## src/rtl/sdrd_deser.sv

```systemverilog
// rtl/sdrd_deser.sv - SDRD serial readback deserializer
// Assembles MSB-first frames from the sequencer read window and hands words to the CPU side.
module sdrd_deser #(
  parameter int WIDTH   = 8,
  parameter int TIMEOUT = 255
) (
  input  logic             clk,
  input  logic             rst,
  input  logic             sel,
  input  logic             br_w,
  input  logic             frame_start,
  input  logic             bit_vld,
  input  logic             sdrd_in,
  input  logic             rd_ack,
  output logic [WIDTH-1:0] data_out,
  output logic             data_rdy,
  output logic             busy,
  output logic             overrun,
  output logic             timeout_err
);

  localparam int CW = $clog2(WIDTH + 1);

  typedef enum logic {IDLE, SHIFT} state_t;

  state_t           state, state_nxt;
  logic [WIDTH-1:0] shreg, shreg_nxt, word_nxt;
  logic [CW-1:0]    cnt, cnt_nxt;
  logic [7:0]       gap, gap_nxt;
  logic             complete, to_hit;

  always_ff @(posedge clk) begin
    if (rst) begin
      state       <= IDLE;
      shreg       <= '0;
      cnt         <= '0;
      gap         <= '0;
      data_out    <= '0;
      data_rdy    <= 1'b0;
      overrun     <= 1'b0;
      timeout_err <= 1'b0;
    end else begin
      state <= state_nxt;
      shreg <= shreg_nxt;
      cnt   <= cnt_nxt;
      gap   <= gap_nxt;
      if (complete) begin
        if (!data_rdy || rd_ack) begin
          data_out <= word_nxt;
          data_rdy <= 1'b1;
        end else begin
          overrun <= 1'b1;
        end
      end else if (rd_ack) begin
        data_rdy    <= 1'b0;
        overrun     <= 1'b0;
        timeout_err <= 1'b0;
      end
      // A fresh timeout outranks a clearing ack in the same cycle.
      if (to_hit) timeout_err <= 1'b1;
    end
  end

  always_comb begin
    state_nxt = state;
    shreg_nxt = shreg;
    cnt_nxt   = cnt;
    gap_nxt   = gap;
    complete  = 1'b0;
    to_hit    = 1'b0;
    word_nxt  = {shreg[WIDTH-2:0], sdrd_in};
    case (state)
      IDLE: begin
        shreg_nxt = '0;
        cnt_nxt   = '0;
        gap_nxt   = '0;
        if (frame_start && sel && br_w) state_nxt = SHIFT;
      end
      SHIFT: begin
        if (!sel || !br_w || frame_start) begin
          shreg_nxt = '0;
          cnt_nxt   = '0;
          gap_nxt   = '0;
          if (!sel || !br_w) state_nxt = IDLE;
        end else if (bit_vld) begin
          gap_nxt = '0;
          if (cnt == CW'(WIDTH - 1)) begin
            complete  = 1'b1;
            state_nxt = IDLE;
            shreg_nxt = '0;
            cnt_nxt   = '0;
          end else begin
            shreg_nxt = word_nxt;
            cnt_nxt   = cnt + CW'(1);
          end
        end else if (gap == 8'(TIMEOUT - 1)) begin
          to_hit    = 1'b1;
          state_nxt = IDLE;
          shreg_nxt = '0;
          cnt_nxt   = '0;
          gap_nxt   = '0;
        end else begin
          gap_nxt = gap + 8'd1;
        end
      end
      default: state_nxt = IDLE;
    endcase
  end

  assign busy = (state == SHIFT);

endmodule

```

## config.mk

```make
export PLATFORM = sky130hd
export DESIGN_NAME = sdrd_deser
export DESIGN_NICKNAME = d
export VERILOG_FILES = /design/src/rtl/sdrd_deser.sv
export SDC_FILE = /design/constraint.sdc
export NUM_CORES = 1
export LEC_CHECK = 0
export ABC_AREA = 1
export CAP_MARGIN = 20
export CORE_ASPECT_RATIO = 0.75
export CORE_MARGIN = 2
export CORE_UTILIZATION = 35
export CTS_CLUSTER_DIAMETER = 60
export DETAILED_ROUTE_END_ITERATION = 8
export PLACE_DENSITY = 0.54
export REMOVE_ABC_BUFFERS = 1
export SLEW_MARGIN = 10
export SYNTH_ARGS = -nofsm -noshare
export SYNTH_HDL_FRONTEND = slang
export SYNTH_SLANG_ARGS = --single-unit
```

## constraint.sdc

```tcl
create_clock -name clk -period 1.7 [get_ports clk]
set_input_delay 0.255 -clock clk [delete_from_list [all_inputs] [get_ports clk]]
set_output_delay 0.255 -clock clk [all_outputs]
set_load 0.01 [all_outputs]
```

==> results.cfg, run 1 <==
[global_route]
antenna_found_initial = 0
grt_pass1_wl_um = 5330
grt_usage = 0.149
grt_max_degree = 18
overflow = 0
grt_pass1_vias = 1143

[critical_path]
rrSetupSlack_ps = 290
worst_path_max_delay_cell = clkdlybuf4s50_1
startpoint_type = flip-flop
critical-path-max-stage-delay_ps = 550
crit_fanout = 4
r2r-end = cnt[0]
crit_buf_inv = 1
worst-r2r-cell-count = 7
crit_arrival_ps = 1200
r2r_start = gap[0]
cpLargestDelayFamily = buffers and inverters
path_cells = clkdlybuf4s50_1
cp.required_ps = 1440
crit_path_end_kind = output pin
criticalPathCategory = reg2out

[timing]
fin_crit_ps = 1450
maxSlewHeadroom = 0.683
hold_ws_ps = 462
fmax_mhz = 689
fin_worst_skew_ps = 8.70
setup_violations = 0
fin_crit_sh = 0.854
tns_ps = 0
worst_pin_slew_ps = 474
rsz0062_at_grt = no
hold_viol_final = 0
fin_ws_ps = 248
slew_viol_final = 0

[cts]
h-tree-depth = 2
cts_buffers = 5
clkTransAtPathRegs_ps = 70
cts_resized = 0
clock-sinks = 31
postCtsSetupBuffers = 0
clock_latency_ps = 280
hold_buffers = 0
cts_tree = yes
cts_root_buffer = clkbuf_8
clock_path_buffers = 2

[drt]
vias_per_cell = 4.48
drtAntennaViolNets = 0
firstDrtPassIters = 4
drt_wl_total_um = 3030
first_iter_violations = 76
route.detailed.drc = 0
wire_per_inst_um = 10.6
via_count = 1277

[placement]
dp.final_hpwl_um = 2200
dpl_cell_area_sq_mm = 0.00175
dp_slack_ps = 101
port_buffers = 19
dp.cells = 278
place_congestion = 0.756

[status]
outcome = complete, no violations

[floorplan]
fp.dieArea_sq_mm = 0.00468
core_area_sq_mm = 0.00400
io-pin-count = 20
num_rows = 20
fp.dieH_um = 59.7
start_util = 0.362
die-width_um = 78.3

[hold_path]
min_to = gap[0]
hold_depth = 1
hold_start = gap[0]
hold_class = reg2reg

[finish]
fin_util = 0.458
regArea_sq_um = 621
final_nets = 241
syn2layout_area_growth_pct = 26.7
multi_input_area_sq_um = 682
drive_gt1_frac = 0.100
fin_cells = 285
num-fill-cells = 433
final_area_sq_mm = 0.00184
mostFrequentLayoutCell = nand2_1
final_cell_mix = nand2_1, dfxtp_1, nor2_1
diodes = 0

[pwr]
vdd_ir_drop_max_uv = 410
p_per_area_mw_per_mm2 = 739
power.total_mw = 1.36
leakagePower_nw = 0.764

[synthesis]
synth_area_sq_mm = 0.00145
yosysWarningCount = 0
yosys_register_bits = 31
yosys.cell_types.count = 20
yosysSeqAreaShare = 0.428
synthCells = 203
avgSynthCellArea_sq_um = 7.14

[job]
cap_violations = 0
state kept, by name (all words and copies together), names as in the netlist:
register and count:
busy 1, cnt 4, gap 8, overrun 1, timeout_err 1, shreg 7
data_out 8, data_rdy 1
how the worst max path moves through the flow:
stage,from,endpoint,slack [ps],cells past startpoint
6_report,busy,busy,250,1
4_1_cts,busy,busy,230,1
3_3_place_gp,bit_vld,shreg[4],110,6
5_1_grt,gap[0],cnt[0],110,7
2_1_floorplan,busy,cnt[3],350,6
3_5_place_dp,bit_vld,data_out[0],100,6
synthesized netlist by cell type, drive strengths merged:
master,count,area (sq um)
dfxtp,31,621
nand3,28,140
clkinv,1,3.75
xnor2,2,17.5
nor2,33,134
xor2,2,17.5
nand4,12,75.1
buf,5,33.8
nand2,41,169
inv,28,105
o21ai,2,10.0
clkbuf,1,3.75
nor3,1,16.3
a21oi,13,65.1
ha,3,37.5
layout make-up:
| class | instances | area share |
|---|---|---|
| Clock buffer | 6 | 0.0450 |
| Clock inverter | 1 | 0.00273 |
| Inverter | 29 | 0.0593 |
| Multi-Input combinational cell | 137 | 0.372 |
| Sequential cell | 31 | 0.338 |
| Tap cell | 55 | 0.0375 |
| Timing Repair Buffer | 26 | 0.146 |
layer usage:
layer / track usage / wire length, um / up-vias / share of wire
met5: 0 / 0 / - / 0
met3: 0.0468 / 140 / 5 / 0.046
li1: - / - / 704 / -
met2: 0.217 / 1220 / 20 / 0.40
met4: 0.0526 / 29 / 0 / 0.0096
met1: 0.209 / 1640 / 548 / 0.54
report_power, final:
part	internal (mW)	total [mW]	switching, mW
sequential	0.727	0.728	0.000780
clock	0.317	0.576	0.259
combinational	0.0257	0.0533	0.0275
cell families (layout without fill, tap and decap cells):
logic type	after synthesis	after routing	share of synthesized area
AO/OA/AOI/OAI	15	15	0.0518
adder cells (fa/ha/maj)	3	3	0.0259
flip-flops	31	31	0.428
buffers and inverters	35	62	0.101
AND/OR/NAND/NOR	115	115	0.369
XOR/XNOR	4	4	0.0242
Note: power is estimated with default switching activity, not from simulation.
==> run 2, diff against run 1 <==
--- a/config.mk
+++ b/config.mk
@@ -7,12 +7,14 @@
 export LEC_CHECK = 0
 export ABC_AREA = 1
 export CAP_MARGIN = 20
+export CELL_PAD_IN_SITES_DETAIL_PLACEMENT = 1
+export CELL_PAD_IN_SITES_GLOBAL_PLACEMENT = 1
 export CORE_ASPECT_RATIO = 0.75
 export CORE_MARGIN = 2
 export CORE_UTILIZATION = 35
 export CTS_CLUSTER_DIAMETER = 60
 export DETAILED_ROUTE_END_ITERATION = 8
-export PLACE_DENSITY = 0.54
+export PLACE_DENSITY = 0.71
 export REMOVE_ABC_BUFFERS = 1
 export SLEW_MARGIN = 10
 export SYNTH_ARGS = -nofsm -noshare
==> results.cfg, run 2 (same netlist as run 1, synthesis figures left out) <==
[status]
outcome = complete, no violations

[cts]
clock-sinks = 31
clock_path_buffers = 2
hold_buffers = 0
clock_latency_ps = 280
cts_tree = yes
cts_resized = 0
cts_buffers = 5
cts_root_buffer = clkbuf_8
postCtsSetupBuffers = 0
h-tree-depth = 2
clkTransAtPathRegs_ps = 60

[global_route]
grt_max_degree = 19
grt.busiest_layer = met2
overflow = 0
use_met3 = 0.0514
antenna_found_initial = 0
use_met2 = 0.283
grt_pass1_wl_um = 6010
grt_pass1_vias = 1425
grt_usage = 0.166
grtUsageMet1 = 0.196

[floorplan]
die-width_um = 78.3
num_rows = 20
core_area_sq_mm = 0.00400
io-pin-count = 20
fp.dieArea_sq_mm = 0.00468
start_util = 0.362
fp.dieH_um = 59.7

[finish]
drive_gt1_frac = 0.100
final_area_sq_mm = 0.00183
mostFrequentLayoutCell = nand2_1
final_cell_mix = nand2_1, dfxtp_1, nor2_1
syn2layout_area_growth_pct = 26.4
diodes = 0
final_nets = 240
fin_util = 0.458
num-fill-cells = 520
multi_input_area_sq_um = 682
top_regs = data_out x8, gap x8, shreg x7
regArea_sq_um = 621

[critical_path]
criticalPathCategory = reg2out
crit_arrival_ps = 1220
crit_path_end_kind = output pin
startpoint_type = flip-flop
crit_buf_inv = 1
crit_start = busy
r2r_start = gap[0]
critical-path-max-stage-delay_ps = 560
cp.required_ps = 1440
path_cells = clkdlybuf4s50_1
cpLargestDelayFamily = buffers and inverters
crit_fanout = 4
worst_path_max_delay_cell = clkdlybuf4s50_1

[placement]
port_buffers = 19
place_congestion = 0.795
dp_slack_ps = 28.5
dp.final_hpwl_um = 2610
dpl_cell_area_sq_mm = 0.00173

[timing]
fmax_mhz = 677
hold_viol_final = 0
fin_ws_ps = 224
maxSlewHeadroom = 0.706
slew_viol_final = 0
setup_violations = 0
fin_worst_skew_ps = 4.26
worst_pin_slew_ps = 441
tns_ps = 0
fin_crit_ps = 1480
rsz0062_at_grt = no
fin_crit_sh = 0.868

[hold_path]
hold_start = shreg[6]
hold_class = reg2reg

[drt]
firstDrtPassIters = 4
drt_wl_total_um = 3370
first_iter_violations = 40
drtAntennaViolNets = 0
via_count = 1370
route.detailed.drc = 0
wire_per_inst_um = 11.8
vias_per_cell = 4.81

[pwr]
p_per_area_mw_per_mm2 = 773
power.total_mw = 1.42
vdd_ir_drop_max_uv = 409
leakagePower_nw = 0.760

[job]
cap_violations = 0
run 2: layout make-up:
| cell class | count | area share |
|---|---|---|
| Clock buffer | 7 | 0.0526 |
| Multi-Input combinational cell | 137 | 0.372 |
| Clock inverter | 1 | 0.00410 |
| Tap cell | 55 | 0.0376 |
| Inverter | 29 | 0.0594 |
| Timing Repair Buffer | 25 | 0.135 |
| Sequential cell | 31 | 0.339 |
run 2: worst paths after layout:
| path | to | slack [ps] | cells past startpoint |
|---|---|---|---|
| setup / recovery | busy | 220 | 1 |
| hold / removal | shreg[6] | 470 | 2 |
| setup reg to reg | gap[7] | 290 | 9 |
| hold reg to reg | shreg[6] | 470 | 2 |
run 2: per-stage QoR:
step | cells | hold WS (ps)
2_1_floorplan | 197 | 324
3_3_place_gp | 277 | 443
3_5_place_dp | 277 | 459
4_1_cts | 285 | 474
5_1_grt | 285 | 491
6_report | 285 | 465
run 2: where the power goes:
part | switching [mW] | total [mW] | internal [mW] | leakage [nW]
Clock | 0.270 | 0.638 | 0.368 | 0.0505
Combinational | 0.0269 | 0.0511 | 0.0242 | 0.460
Sequential | 0.000911 | 0.728 | 0.727 | 0.250
Total | 0.298 | 1.42 | 1.12 | 0.760
run 2: metal layers:
layer,vias to the layer above,share of wire
met5,-,0
met2,19,0.47
met4,0,0.017
met3,8,0.039
met1,645,0.47
li1,698,-
